==> config.mk <==
export PLATFORM = sky130hd
export DESIGN_NAME = drop_sequencer
export DESIGN_NICKNAME = d
export VERILOG_FILES = /design/src/rtl/cf_pkg.sv /design/src/rtl/anim_tick.sv /design/src/rtl/drop_sequencer.sv
export SDC_FILE = /design/constraint.sdc
export NUM_CORES = 1
export LEC_CHECK = 0
export ABC_AREA = 1
export CORE_ASPECT_RATIO = 1.4
export CORE_UTILIZATION = 60
export DETAILED_ROUTE_END_ITERATION = 8
export HOLD_SLACK_MARGIN = 0.03
export PLACE_DENSITY = 0.89
export SLEW_MARGIN = 20
export SYNTH_ARGS = -nofsm -noshare
export SYNTH_HDL_FRONTEND = slang
export SYNTH_SLANG_ARGS = --single-unit
==> constraint.sdc <==
create_clock -name clk -period 3.8 [get_ports clk]
set_input_delay 0.95 -clock clk [delete_from_list [all_inputs] [get_ports clk]]
set_output_delay 0.95 -clock clk [all_outputs]
set_load 0.1 [all_outputs]
==> src/rtl/cf_pkg.sv <==
// Shared Connect Four board constants, drop FSM states and player encoding.
// The player encoding is also used by the per-cell LED controllers.
package cf_pkg;
  localparam int ROWS  = 8;
  localparam int COLS  = 8;
  localparam int ROW_W = 3;
  localparam int COL_W = 3;
  localparam int HGT_W = $clog2(ROWS + 1);

  typedef enum logic [1:0] {IDLE, FALL, COMMIT} drop_state_t;

  localparam logic PLAYER_RED = 1'b0;
  localparam logic PLAYER_GRN = 1'b1;
endpackage

==> src/rtl/anim_tick.sv <==
// Row-hold divider for the falling-token animation.
// step pulses on the last cycle of each TICK_DIV-cycle row period.
module anim_tick #(
  parameter int TICK_DIV = 4
) (
  input  logic clk,
  input  logic reset,
  input  logic clr,
  input  logic en,
  output logic step
);
  localparam int TW = (TICK_DIV > 1) ? $clog2(TICK_DIV) : 1;
  localparam logic [TW-1:0] LAST = TW'(TICK_DIV - 1);

  logic [TW-1:0] tick;

  always_ff @(posedge clk) begin
    if (reset || clr) begin
      tick <= '0;
    end else if (en) begin
      tick <= (tick == LAST) ? '0 : tick + TW'(1);
    end
  end

  assign step = en && (tick == LAST);
endmodule

==> src/rtl/drop_sequencer.sv <==
// Turn and drop controller: accepts a column, animates the token down the
// shared rowcounter, pulses commit at the landing cell, then swaps player.
module drop_sequencer
  import cf_pkg::*;
#(
  parameter int TICK_DIV = 4
) (
  input  logic             clk,
  input  logic             reset,
  input  logic             drop_req,
  input  logic [COL_W-1:0] drop_col,
  input  logic             game_over,
  output logic [ROW_W-1:0] rowcounter,
  output logic [COL_W-1:0] active_col,
  output logic             player,
  output logic             busy,
  output logic             commit,
  output logic [ROW_W-1:0] commit_row,
  output logic [COL_W-1:0] commit_col,
  output logic             reject,
  output logic [COLS-1:0]  col_full,
  output logic             board_full
);
  drop_state_t      state, state_n;
  logic [ROW_W-1:0] target, target_n;
  logic [ROW_W-1:0] row_n, commit_row_n;
  logic [COL_W-1:0] col_n, commit_col_n;
  logic             player_n, reject_n;
  logic [HGT_W-1:0] height   [COLS];
  logic [HGT_W-1:0] height_n [COLS];
  logic [COLS-1:0]  full_n;
  logic             step;

  anim_tick #(.TICK_DIV(TICK_DIV)) u_tick (
    .clk   (clk),
    .reset (reset),
    .clr   (state != FALL),
    .en    (state == FALL),
    .step  (step)
  );

  always_comb begin
    state_n      = state;
    target_n     = target;
    row_n        = rowcounter;
    col_n        = active_col;
    commit_row_n = commit_row;
    commit_col_n = commit_col;
    player_n     = player;
    reject_n     = 1'b0;
    height_n     = height;
    case (state)
      IDLE: begin
        if (drop_req && !game_over) begin
          if (col_full[drop_col]) begin
            reject_n = 1'b1;
          end else begin
            // Landing row counts up from the bottom by the column's fill level.
            col_n    = drop_col;
            target_n = ROW_W'(HGT_W'(ROWS - 1) - height[drop_col]);
            row_n    = '0;
            state_n  = FALL;
          end
        end
      end
      FALL: begin
        if (step) begin
          if (rowcounter == target) begin
            state_n      = COMMIT;
            commit_row_n = target;
            commit_col_n = active_col;
          end else begin
            row_n = rowcounter + ROW_W'(1);
          end
        end
      end
      COMMIT: begin
        height_n[active_col] = height[active_col] + HGT_W'(1);
        player_n = (player == PLAYER_RED) ? PLAYER_GRN : PLAYER_RED;
        state_n  = IDLE;
      end
      default: state_n = IDLE;
    endcase
  end

  always_comb begin
    for (int c = 0; c < COLS; c++) begin
      full_n[c] = (height_n[c] == HGT_W'(ROWS));
    end
  end

  always_ff @(posedge clk) begin
    if (reset) begin
      state      <= IDLE;
      target     <= '0;
      rowcounter <= '0;
      active_col <= '0;
      player     <= PLAYER_RED;
      busy       <= 1'b0;
      commit     <= 1'b0;
      commit_row <= '0;
      commit_col <= '0;
      reject     <= 1'b0;
      col_full   <= '0;
      board_full <= 1'b0;
      for (int c = 0; c < COLS; c++) begin
        height[c] <= '0;
      end
    end else begin
      state      <= state_n;
      target     <= target_n;
      rowcounter <= row_n;
      active_col <= col_n;
      player     <= player_n;
      busy       <= (state_n != IDLE);
      commit     <= (state_n == COMMIT);
      commit_row <= commit_row_n;
      commit_col <= commit_col_n;
      reject     <= reject_n;
      col_full   <= full_n;
      board_full <= &full_n;
      height     <= height_n;
    end
  end
endmodule

==> reports/metrics.cfg, run 1 <==
[worst_setup_path]
crit_slowest_cell=clkdlybuf4s50_1
r2r-start=active_col[1]$_SDFFE_PP0P_
critPathTopFamily=buffers and inverters
crit_type=flop to output pin
cpPeakStageDelay_ns=1.18
critPathBufInv=1
critPathMaxFanout=2
cp-startpoint=col_full[3]$_SDFF_PP0_
crit_arrival_ns=1.92
crit_path_end_kind=output pin
crit_chain=clkdlybuf4s50_1
crit_path_start_kind=flop
critPathRequiredTime_ns=2.85

[drt]
wirelength_met1_mm=3.538
ant_nets=0
drt_iter0_drc=254
dr.pass1.iters=5
drc=0
viasPerCell=5.474
maxUsedRoutingLayer=met4
wl_met2_mm=4.805
wl_met3_um=707
num_vias=3454
wl_mm=9.547
drt-wirelength-per-cell_um=15.13

[finish]
final_cell_mix=nand2_1 (135), nor2_1 (72), dfxtp_1 (64)
drive_gt1_frac=0.1385
final_util=0.7221
nNetsFinal=568
stdcell_count=631
area_growth_pct=13.79
diodes=0
mostFrequentLayoutCell=nand2_1

[cts]
clkSinkCount=64
cts_resized=0
cts_root_buf=clkbuf_8
post_cts_buffers=0
clockBufferDepth=2
htreeDepth=3
cts.clk_slew.worst_paths_ns=0.08
hold_buffers=0
cts_buffers=9
clk_latency_ns=0.35
cts_tree=done

[sta]
setup_viol_count_final=0
tns_ns=0
maxSlewHeadroom=0.3303
layout_min_cycle_time_ns=2.872
fin_ws_ns=0.9280
worst_pin_slew_ns=1.001
fin_worst_skew_ns=0.006989
finalCritPeriodShare=0.7558
max_freq_ghz=0.3482
slew_viol_final=0
finalHoldViolCount=0
rsz0062_at_grt=false

[global_route]
grt_use_total=0.3350
grt_pass1_vias=3293
grt_start_max_net_pins=56
grt_pass1_wl_mm=15.41
antenna_found_initial=0
gr-total-overflow=0

[floorplan]
ios=32
core_region_area_um2=5605
initial_core_util=0.6346
fp.dieH_um=93.11
fp-row-count=32
die_w_um=67.08
die_area_um2=6245

[hold_path]
hold_start=u_tick.tick[0]$_SDFFE_PP0P_
min_path_type=flop to flop

[placement]
placed_cells=615
gp_congestion=0.9956
hpwl_mm=7.311
dp_slack_ns=0.8070
portBuffers=31

[power]
power_density_nw_per_um2=346.9
ir_worst_vdd_mv=0.2265
leakage_uw=0.001818

[job]
drv_cap=0

[yosys]
synth_warnings=0
ys_seq_area_frac=0.3602
ys_seq_elements=64
ys_types=35
synth_nets=537
syn_inst=527
synth_area_um2=3557
syn-mean-instance-area_um2=6.750

[status]
outcome=completed

metal layers:
metal | up-vias | track usage
li1 | 1727 | -
met1 | 1553 | 0.3743
met2 | 140 | 0.5642
met3 | 34 | 0.06829
met4 | 0 | 0.2057
met5 | - | 0
where the power goes:
part | switching (uW) | internal, uW | leakage [uW]
combinational | 131 | 53.2 | 0.00121
sequential | 9.08 | 678 | 0.000517
clock | 277 | 256 | 0.0000926
total | 417 | 987 | 0.00182
per-stage QoR:
| step | hold slack, ns | power (uW) | area [um2] |
|---|---|---|---|
| 6_report | 0.4377 | 1404 | 4048 |
| 5_1_grt | 0.4628 | 1456 | 4048 |
| 2_1_floorplan | 0.4053 | 848.6 | 3557 |
| 3_5_place_dp | 0.4275 | 884.3 | 3866 |
| 3_3_place_gp | 0.4137 | 880.1 | 3866 |
| 4_1_cts | 0.4367 | 1406 | 4048 |
synth_stat cells, drive strengths merged:
cell type | n | share of area
nand2 | 151 | 0.18
nor2 | 85 | 0.12
inv | 68 | 0.075
dfxtp | 64 | 0.36
nand3 | 44 | 0.080
o21ai | 44 | 0.064
a21oi | 30 | 0.042
buf | 9 | 0.024
clkbuf | 7 | 0.0074
nor4 | 7 | 0.016
xor2 | 4 | 0.0098
a31oi | 3 | 0.0053
ha | 3 | 0.011
nor3 | 3 | 0.0042
clkinv | 1 | 0.0014
nand3b | 1 | 0.0021
nand4 | 1 | 0.0018
o211ai | 1 | 0.0021
o22ai | 1 | 0.0018
cells by family (layout without fill, tap and decap cells):
| logic type | Yosys count | in the layout | share of synthesized area |
|---|---|---|---|
| and+or+nand+nor | 292 | 292 | 0.3968 |
| AOI/OAI and AO/OA | 79 | 79 | 0.1154 |
| buffers and inverters | 85 | 121 | 0.1073 |
| xor gates and xnor gates | 4 | 4 | 0.009848 |
| DFF | 64 | 64 | 0.3602 |
| adders and majority gates | 3 | 3 | 0.01055 |
worst register-to-register path: stages (launching register included):
cell and delay [ns]:
dfxtp_1 0.65, buf_4 0.24, nand2_2 0.07, inv_2 0.11
nand3_1 0.08, nand2_1 0.11, nor2_2 0.04, nand2_2 0.11
ha_1 0.29, inv_1 0.12, nand2_1 0.06, o21ai_0 0.12
nand3_1 0.14, nor2_1 0.14, nand2_1 0.07, nor2_1 0.22
nand3_1 0.11, nor2_1 0.11
flip-flops by register name (all words and copies together), names as in the netlist:
name         flops
commit_col       3
target           3
col_full         8
height          32
u_tick.tick      2
reject           1
commit           1
rowcounter       3
commit_row       3
player           1
board_full       1
state            2
busy             1
active_col       3
final cells by class:
type	count	area, um2
Multi-Input combinational cell	378	1894
Clock inverter	6	43.79
Clock buffer	10	137.6
Sequential cell	64	1281
Tap cell	68	85.08
Timing Repair Buffer	36	335.3
Fill cell	498	1558
Inverter	69	270.3
final timing paths:
check | cells past startpoint | to | slack [ns]
max | 1 | col_full[3] | 0.93
min | 1 | u_tick.tick[0]$_SDFFE_PP0P_ | 0.44
max reg2reg | 17 | board_full$_SDFF_PP0_ | 0.95
min reg2reg | 1 | u_tick.tick[0]$_SDFFE_PP0P_ | 0.44
No activity file was read; power rests on OpenSTA's default activity.
==> run 2: changes to the inputs <==
--- a/config.mk
+++ b/config.mk
@@ -7,10 +7,10 @@
 export LEC_CHECK = 0
 export ABC_AREA = 1
 export CORE_ASPECT_RATIO = 1.4
-export CORE_UTILIZATION = 60
+export CORE_UTILIZATION = 58
 export DETAILED_ROUTE_END_ITERATION = 8
 export HOLD_SLACK_MARGIN = 0.03
-export PLACE_DENSITY = 0.89
+export PLACE_DENSITY = 0.86
 export SLEW_MARGIN = 20
 export SYNTH_ARGS = -nofsm -noshare
 export SYNTH_HDL_FRONTEND = slang
==> constraint.sdc (replaced) <==
create_clock -name clk -period 2.7 [get_ports clk]
set_input_delay 0.675 -clock clk [delete_from_list [all_inputs] [get_ports clk]]
set_output_delay 0.675 -clock clk [all_outputs]
set_load 0.1 [all_outputs]
==> reports/metrics.cfg, run 2 (synthesized netlist as in run 1, its figures left out) <==
[worst_setup_path]
rrSetupSlack_ns=0.22  ; -0.73 ns
crit_type=flop to flop
r2r-start=active_col[1]$_SDFFE_PP0P_
reg2reg_depth=17  ; unchanged
critPathMaxFanout=11  ; +9
crit_path_end_kind=flop
regToRegEndpoint=board_full$_SDFF_PP0_
crit_path_start_kind=flop
cp-startpoint=active_col[1]$_SDFFE_PP0P_
critPathRequiredTime_ns=2.99  ; +0.14 ns
crit_arrival_ns=2.78  ; +0.86 ns

[global_route]
grt_start_max_net_pins=21  ; -63%
use_met1=0.3692  ; -0.005089
grt_use_total=0.3468  ; +0.01179
antenna_found_initial=0  ; unchanged
grt.met2_usage=0.5686  ; +0.004461
grt_pass1_wl_mm=16.00  ; +3.8%
grt.busiest_layer=met2
grt_pass1_vias=3351  ; +1.8%
use_met3=0.06039  ; -0.007906
gr-total-overflow=0  ; unchanged

[placement]
dp_slack_ns=0.01903  ; -0.7880 ns
post_dp_cell_area_um2=3840  ; -0.68%
hpwl_mm=7.822  ; +7.0%
portBuffers=31  ; unchanged
gp_congestion=0.9578  ; -3.8%

[finish]
diodes=0  ; unchanged
top_regs=height: 32 flops, col_full: 8 flops
final_cell_mix=nand2_1 (135), nor2_1 (72), inv_1 (62)
nNetsFinal=576  ; +1.4%
largest_register=height
fin_area_um2=4095  ; +1.2%
area_growth_pct=15.12
mostFrequentLayoutCell=nand2_1
drive_gt1_frac=0.1944  ; +0.05585
largest_reg_flops=32  ; unchanged

[floorplan]
die_area_um2=6454  ; +3.4%
die_w_um=68.19  ; +1.7%
fp-row-count=33  ; +3.1%
initial_core_util=0.6025  ; -0.03214
ios=32  ; unchanged
fp.dieH_um=94.66  ; +1.7%
core_region_area_um2=5904  ; +5.3%

[drt]
drt_iter0_drc=259  ; +2.0%
drt-wirelength-per-cell_um=16.02  ; +5.9%
wl_mm=10.27  ; +7.5%
dr.pass1.iters=5  ; unchanged
drc=0  ; unchanged
num_vias=3533  ; +2.3%
ant_nets=0  ; unchanged
viasPerCell=5.512  ; +0.69%

[sta]
timing.hold.ws_ns=0.4289  ; -0.008821 ns
finalHoldViolCount=0  ; unchanged
setup_viol_count_final=0  ; unchanged
slew_viol_final=0  ; unchanged
tns_ns=0  ; unchanged
rsz0062_at_grt=false
fin_worst_skew_ns=0.01168  ; +0.004695 ns
fin_ws_ns=0.2158  ; -0.7122 ns
maxSlewHeadroom=0.4128  ; +0.08249
max_freq_ghz=0.4025
finalCritPeriodShare=0.9201
worst_pin_slew_ns=0.8735  ; -0.1279 ns
layout_min_cycle_time_ns=2.484

[status]
outcome=completed

[cts]
htreeDepth=3  ; unchanged
clk_latency_ns=0.36  ; about the same
cts_tree=done
cts_root_buf=clkbuf_8
hold_buffers=0  ; unchanged
clkSinkCount=64  ; unchanged
clockBufferDepth=2  ; unchanged
cts.clk_slew.worst_paths_ns=0.07  ; about the same
cts_buffers=9  ; unchanged

[job]
drv_cap=0  ; unchanged

[power]
ir_worst_vdd_mv=0.3075  ; +36%
leakage_uw=0.001913  ; +5.2%
power_density_nw_per_um2=510.5  ; +47%

[hold_path]
hold_depth=1  ; unchanged
min_path_type=flop to flop
hold_start=u_tick.tick[0]$_SDFFE_PP0P_
min_to=u_tick.tick[0]$_SDFFE_PP0P_

[run 2: cell count changes in the layout (fill, tap and decap cells not counted)]
cell	before	now
clkinvlp_4	1	2
nor2_4	7	8
buf_4	8	38
clkinv_2	3	2
dfxtp_1	64	61
dfxtp_4	0	3
clkdlybuf4s50_1	27	5
bufinv_16	0	1
nor2_2	4	3
clkinv_4	2	1
[run 2: layout make-up]
cell class              instances  area, um2
flip-flops and latches         64       1292
fillers                       517       1809
clock buffers                  10      137.6
well taps                      70      87.58
multi-input cells             378       1899
inverters                      69      270.3
clock inverters                 6      67.56
repair buffers                 44      340.3
[run 2: critical path, cell delays in order, from the launching register on]
cell     delay (ns)
dfxtp_4        0.47
inv_4          0.08
nand2_1        0.11
nor2_4         0.05
nand2_1        0.05
nand2_1        0.04
nor2_1         0.10
nand2_2        0.10
ha_1           0.38
inv_1          0.16
nand2_1        0.07
o21ai_1        0.10
nand2_1        0.08
nor2_1         0.14
nand2_1        0.11
nor2_4         0.18
nand3_1        0.09
nor2_1         0.11
[run 2: metrics by stage]
stage                 util  power [uW]  instances
floorplan                -        1195        527
global placement    0.6504        1246        620
detailed placement  0.6504        1252        620
CTS                 0.6864        2087        637
global route        0.6936        2163        641
finish              0.6936        2091        641
[run 2: how the worst max path moves through the flow]
stage,depth (start not counted),endpoint
after floorplan,17,board_full$_SDFF_PP0_
after global placement,16,board_full$_SDFF_PP0_
after CTS,15,board_full$_SDFF_PP0_
after detailed placement,16,board_full$_SDFF_PP0_
after global routing,17,board_full$_SDFF_PP0_
final,17,board_full$_SDFF_PP0_
[run 2: routing by layer]
metal  vias up  share of wire
li1       1745              -
met1      1575           0.37
met2       155           0.49
met3        58          0.055
met4         0          0.078
met5         -              0
[run 2: what timing repair did]
item / in CTS / in global routing
buffers inserted: 1 / 4
gates resized for setup: 0 / 4
pin swaps: 1 / 0
setup endpoints to repair: 1 / 2
[run 2: power breakdown]
part	switching [uW]	leakage, uW	internal [uW]
Combinational	191	0.00129	80.3
Clock	394	0.0000989	454
Sequential	18.0	0.000519	953
==> run 3: changes to the inputs <==
--- a/config.mk
+++ b/config.mk
@@ -6,7 +6,7 @@
 export NUM_CORES = 1
 export LEC_CHECK = 0
 export ABC_AREA = 1
-export CORE_ASPECT_RATIO = 1.4
+export CORE_ASPECT_RATIO = 1.75
 export CORE_UTILIZATION = 58
 export DETAILED_ROUTE_END_ITERATION = 8
 export HOLD_SLACK_MARGIN = 0.03
==> reports/metrics.cfg, run 3 (synthesized netlist as in run 1, its figures left out) <==
[status]
outcome=completed

[worst_setup_path]
critPathMaxFanout=11  ; unchanged
crit_type=flop to flop
reg2reg_depth=15  ; -2
critPathRequiredTime_ns=3.00  ; about the same
cp-startpoint=active_col[1]$_SDFFE_PP0P_
crit_path_end_kind=flop
crit_path_end=board_full$_SDFF_PP0_
crit_chain=nand2_2 -> nor2_2 -> nand2_1 -> nand2_1 -> nor2_1 -> nand2_2 -> ha_1 -> buf_4 -> o21ai_0 -> nand2_1 -> nor2_1 -> nand2_1 -> nor2_1 -> nand3_1 -> nor2_1
crit_slowest_cell=dfxtp_2
r2r-start=active_col[1]$_SDFFE_PP0P_
crit_arrival_ns=2.85  ; +0.07 ns
cpPeakStageDelay_ns=0.54  ; +0.07 ns
crit_path_start_kind=flop
regToRegEndpoint=board_full$_SDFF_PP0_
rrSetupSlack_ns=0.15  ; -0.07 ns

[cts]
clk_latency_ns=0.35  ; about the same
cts_root_buf=clkbuf_8
cts.clk_slew.worst_paths_ns=0.07  ; about the same
cts_buffers=9  ; unchanged
cts_tree=done
htreeDepth=3  ; unchanged
post_cts_buffers=0  ; -1
clkSinkCount=64  ; unchanged
clockBufferDepth=2  ; unchanged

[drt]
drt_iter0_drc=226  ; -13%
num_vias=3634  ; +2.9%
drt-wirelength-per-cell_um=15.46  ; -3.5%
wl_mm=10.19  ; -0.76%
drc=0  ; unchanged
viasPerCell=5.514  ; about the same
ant_nets=0  ; unchanged
dr.pass1.iters=7  ; +2

[power]
ir_worst_vdd_mv=0.3515  ; +14%
clkPwrFrac=0.365  ; -0.040
p_int_uw=1370  ; -7.9%
p_switching_uw=594.6  ; -1.4%
leakage_uw=0.001943  ; +1.6%
power_density_nw_per_um2=473.7  ; -7.2%
seqPwrFrac=0.495  ; +0.030
switching_share=0.3026  ; +0.01411
power.total_uw=1965  ; -6.0%
combPwrFrac=0.140  ; +0.010

[sta]
finalCritPeriodShare=0.9458  ; +0.02578
layout_min_cycle_time_ns=2.554  ; +0.06959 ns
slew_viol_final=0  ; unchanged
setup_viol_count_final=0  ; unchanged
maxSlewHeadroom=0.6126  ; +0.1998
fin_worst_skew_ns=0.008328  ; -0.003355 ns
tns_ns=0  ; unchanged
max_freq_ghz=0.3916  ; -2.7%
finalHoldViolCount=0  ; unchanged
rsz0062_at_grt=false
worst_pin_slew_ns=0.5810  ; -0.2925 ns

[floorplan]
fp-row-count=37  ; +12%
core_region_area_um2=5879  ; -0.42%
die_area_um2=6463  ; +0.13%
fp.dieH_um=105.6  ; +12%
ios=32  ; unchanged
die_w_um=61.20  ; -10%
initial_core_util=0.6050  ; +0.002564

[finish]
top_regs=height: 32 flops, col_full: 8 flops
area.sequential_um2=1285  ; -0.58%
area_growth_pct=16.60
diodes=0  ; unchanged
fin_area_um2=4148  ; +1.3%
num-fill-cells=513  ; -0.77%
largest_register=height
largest_reg_flops=32  ; unchanged
multi_input_area_um2=1907  ; +0.40%
drive_gt1_frac=0.2117  ; +0.01731
stdcell_count=659  ; +2.8%
nNetsFinal=586  ; +1.7%
final_cell_mix=nand2_1 (135), nor2_1 (72), inv_1 (62)
mostFrequentLayoutCell=nand2_1

[global_route]
grt_use_total=0.3447  ; -0.002058
grt_pass1_wl_mm=16.01  ; about the same
grt_start_max_net_pins=56  ; +170%
grt_pass1_vias=3414  ; +1.9%
antenna_found_initial=0  ; unchanged
gr-total-overflow=0  ; unchanged

[job]
drv_cap=0  ; unchanged

[placement]
placed_cells=643  ; +3.7%
hpwl_mm=7.916  ; +1.2%
gp_congestion=1.112  ; +16%
post_dp_cell_area_um2=3963  ; +3.2%
portBuffers=31  ; unchanged

[hold_path]
min_path_type=flop to flop

run 3: changes by cell type in the layout (fill, tap and decap cells not counted), sizes merged:
cell and change:
clkinvlp +2, buf +10, clkbuf -1, clkinv +1
bufinv -1, inv -1
run 3: through the flow:
step	setup slack (ns)	hold WS, ns	util
4_1_cts	0.1236	0.4430	0.7033
3_5_place_dp	0.1091	0.4333	0.6740
2_1_floorplan	0.1612	0.4053	-
5_1_grt	0.003167	0.4760	0.7055
3_3_place_gp	0.1210	0.4129	0.6740
6_report	0.1462	0.4421	0.7055
run 3: critical path, delay by kind of cell, from the launching register on:
family | cells | cell delay (ns)
DFF | 1 | 0.54
adders and majority gates | 1 | 0.24
and+or+nand+nor | 12 | 1.28
AOI/OAI and AO/OA | 1 | 0.30
buffers and inverters | 1 | 0.15
run 3: timing repair:
item | CTS | global route
resized for setup | 0 | 2
endpoints found under the hold margin | 0 | 0
setup endpoints to repair | 0 | 2
hold buffers | 0 | 0
run 3: worst min-delay path by stage:
stage | startpoint | end | cells after the start
floorplan | u_tick.tick[0]$_SDFFE_PP0P_ | u_tick.tick[0]$_SDFFE_PP0P_ | 1
global placement | u_tick.tick[0]$_SDFFE_PP0P_ | u_tick.tick[0]$_SDFFE_PP0P_ | 1
detailed placement | u_tick.tick[0]$_SDFFE_PP0P_ | u_tick.tick[0]$_SDFFE_PP0P_ | 1
CTS | u_tick.tick[0]$_SDFFE_PP0P_ | u_tick.tick[0]$_SDFFE_PP0P_ | 1
global route | commit_col[0]$_SDFFE_PP0P_ | commit_col[0]$_SDFFE_PP0P_ | 2
finish | u_tick.tick[0]$_SDFFE_PP0P_ | u_tick.tick[0]$_SDFFE_PP0P_ | 1
run 3: power groups by stage:
stage	sequential, uW	combinational, uW	clock (uW)
final	973	274	718
after global routing	974	296	761
after detailed placement	994	269	0
after floorplan	1020	178	0
after CTS	973	270	719
after global placement	993	266	0
run 3: routing by layer:
layer,track usage,up-vias,wire length [um]
met3,0.06871,69,659
met5,0,-,0
met2,0.5699,175,5159
met1,0.3544,1627,3508
met4,0.2776,0,862
li1,-,1763,-
run 3: cell type report:
type,count,share of cell area
tap,78,0.02353
clock inverter,7,0.01176
multi-input combinational,378,0.4597
clock buffer,9,0.02986
sequential,64,0.3098
inverter,69,0.06516
timing repair buffer,54,0.1002
==> RTL edit (settings of run 3) <==
The 3 states of `drop_state_t` get a one-hot encoding in 3 bits.
--- a/src/rtl/cf_pkg.sv
+++ b/src/rtl/cf_pkg.sv
@@ -7,7 +7,7 @@
   localparam int COL_W = 3;
   localparam int HGT_W = $clog2(ROWS + 1);
 
-  typedef enum logic [1:0] {IDLE, FALL, COMMIT} drop_state_t;
+  typedef enum logic [2:0] {IDLE = 3'b001, FALL = 3'b010, COMMIT = 3'b100} drop_state_t;
 
   localparam logic PLAYER_RED = 1'b0;
   localparam logic PLAYER_GRN = 1'b1;
Behaviour: same outputs for any inputs over 10 cycles, from zero or initial values and one cycle with reset high; not proved beyond that.
==> RTL edit against run 3 <==
Clock power increased by 29%; routed wire length rose by 1.1%; synthesized cell count grew 1.7%; final area increased by 2.8%; sequential share of layout area shrank 0.31 points; synthesized area is 1.5% higher; sequential cell count is 1 higher; total power is 10% higher; non-clock buffer count fell by 3; count of clock-buffer cells in the layout unchanged; setup slack improved by 0.039 ns; critical path type unchanged; largest cell class unchanged.
==> RTL edit: results (changes against run 3) <==
| Metric | Value |
|---|---|
| GR Util met3 | 0.0487 (was 0.0687) |
| GRT Total Usage | 0.344 (was 0.345) |
| Seq/Total Area, Yosys | 0.360 (about the same) |
| Status | complete, no violations (unchanged) |
| Worst skew pair latency | 0.36 ns |
| Max stage delay on crit path | 0.36 ns (was 0.54 ns) |
| Met3 WL | 490 um (was 659 um) |
| Layout cell share with drive strength beyond 1 | 0.219 (was 0.212) |
| Synth Area in XOR/XNOR | 0.00728 (was 0.00985) |
| Initial antenna violation count | 0 (unchanged) |
| Detailed-placement wirelength estimate | 7980 um (was 7920 um) |
| Fill count | 517 (was 513) |
| Lkg Pwr | 2.07 nW (was 1.94 nW) |
| Post-Route WL | 10,300 um (was 10,200 um) |
| Top cells by count, synth | 138 x nand2_1, 69 x inv_1, 65 x dfxtp_1, 62 x nor2_1, 37 x o21ai_0 (was 135 x nand2_1, 72 x nor2_1, 64 x dfxtp_1, 62 x inv_1, 35 x o21ai_0) |
| First-pass GRT wire length | 16,300 um (was 16,000 um) |
| Worst EP arrival | 2.82 ns (was 2.85 ns) |
| Met1 WL | 3640 um (was 3510 um) |
| Min-delay src | u_tick.tick[0] (unchanged) |
| GRT met1 Usage | 0.348 (was 0.354) |
| Syn nets | 546 (was 537) |
| Yosys cell types | 32 (was 35) |
| Met2 WL | 5310 um (was 5160 um) |
| Clock skew | 0.00611 ns (was 0.00833 ns) |
| Measured slew at the worst slew-check pin | 0.476 ns (was 0.581 ns) |
| Mux share of post-synthesis cell area | 0 (unchanged) |
| Number of global-route vias before repair | 3,547 (was 3,414) |
| Adder-Cell Fraction of Synth Area | 0.0104 (was 0.0106) |
| Routed via count | 3,640 (was 3,634) |
| Area contributors post-synth | dfxtp_1 36%, nand2_1 14%, inv_1 7.2% (was dfxtp_1 36%, nand2_1 14%, nor2_1 7.6%) |
| NetSw | 0.598 mW (was 0.595 mW) |
| Cell Area, Placed | 4010 sq um (was 3960 sq um) |
| Critical Path Fanout Max | 6 (was 11) |
| DR iter-0 viols | 183 (was 226) |
[RTL edit: repair_timing]
item / in CTS / in global routing
gates resized for setup: 0 / 8
setup buffers: 0 / 2
hold endpoints to repair: 0 / 0
setup endpoints to repair: 0 / 2
[RTL edit: through the flow]
stage / setup WS (ns) / hold slack (ns) / cells / total power [mW]
after floorplan: 0.0888 / 0.405 / 536 / 1.18
after global placement: 0.132 / 0.415 / 648 / 1.25
after detailed placement: 0.0640 / 0.428 / 648 / 1.25
after CTS: 0.0181 / 0.438 / 664 / 2.15
after global routing: 0.0315 / 0.471 / 666 / 2.22
final: 0.185 / 0.432 / 666 / 2.16
[RTL edit: power groups by stage]
stage               combinational (mW)  sequential, mW  clock (mW)
floorplan                        0.160            1.02           0
CTS                              0.257           0.976       0.921
finish                           0.265           0.977       0.923
global placement                 0.253           0.998           0
global route                     0.285           0.977       0.953
detailed placement               0.256           0.999           0
[RTL edit: path summary, 6_finish.rpt]
path              cells past startpoint             end  slack (ns)
setup / recovery                     15      board_full        0.18
hold / removal                        1  u_tick.tick[0]        0.43
setup reg to reg                     15      board_full        0.18
hold reg to reg                       1  u_tick.tick[0]        0.43
[RTL edit: kinds of logic after synthesis]
| family | Yosys count |
|---|---|
| and+or+nand+nor | 282 |
| buffers and inverters | 96 |
| AOI/OAI and AO/OA | 87 |
| DFF | 65 |
| xor gates and xnor gates | 3 |
| adders and majority gates | 3 |
[RTL edit: final cells by class]
type                    count  area, sq um  share of cell area
multi-input cells         375         1920               0.451
flip-flops and latches     65         1310               0.307
repair buffers             51          405              0.0951
inverters                  81          313              0.0734
clock buffers               9          124              0.0291
well taps                  78         97.6              0.0229
clock inverters             7         95.1              0.0223
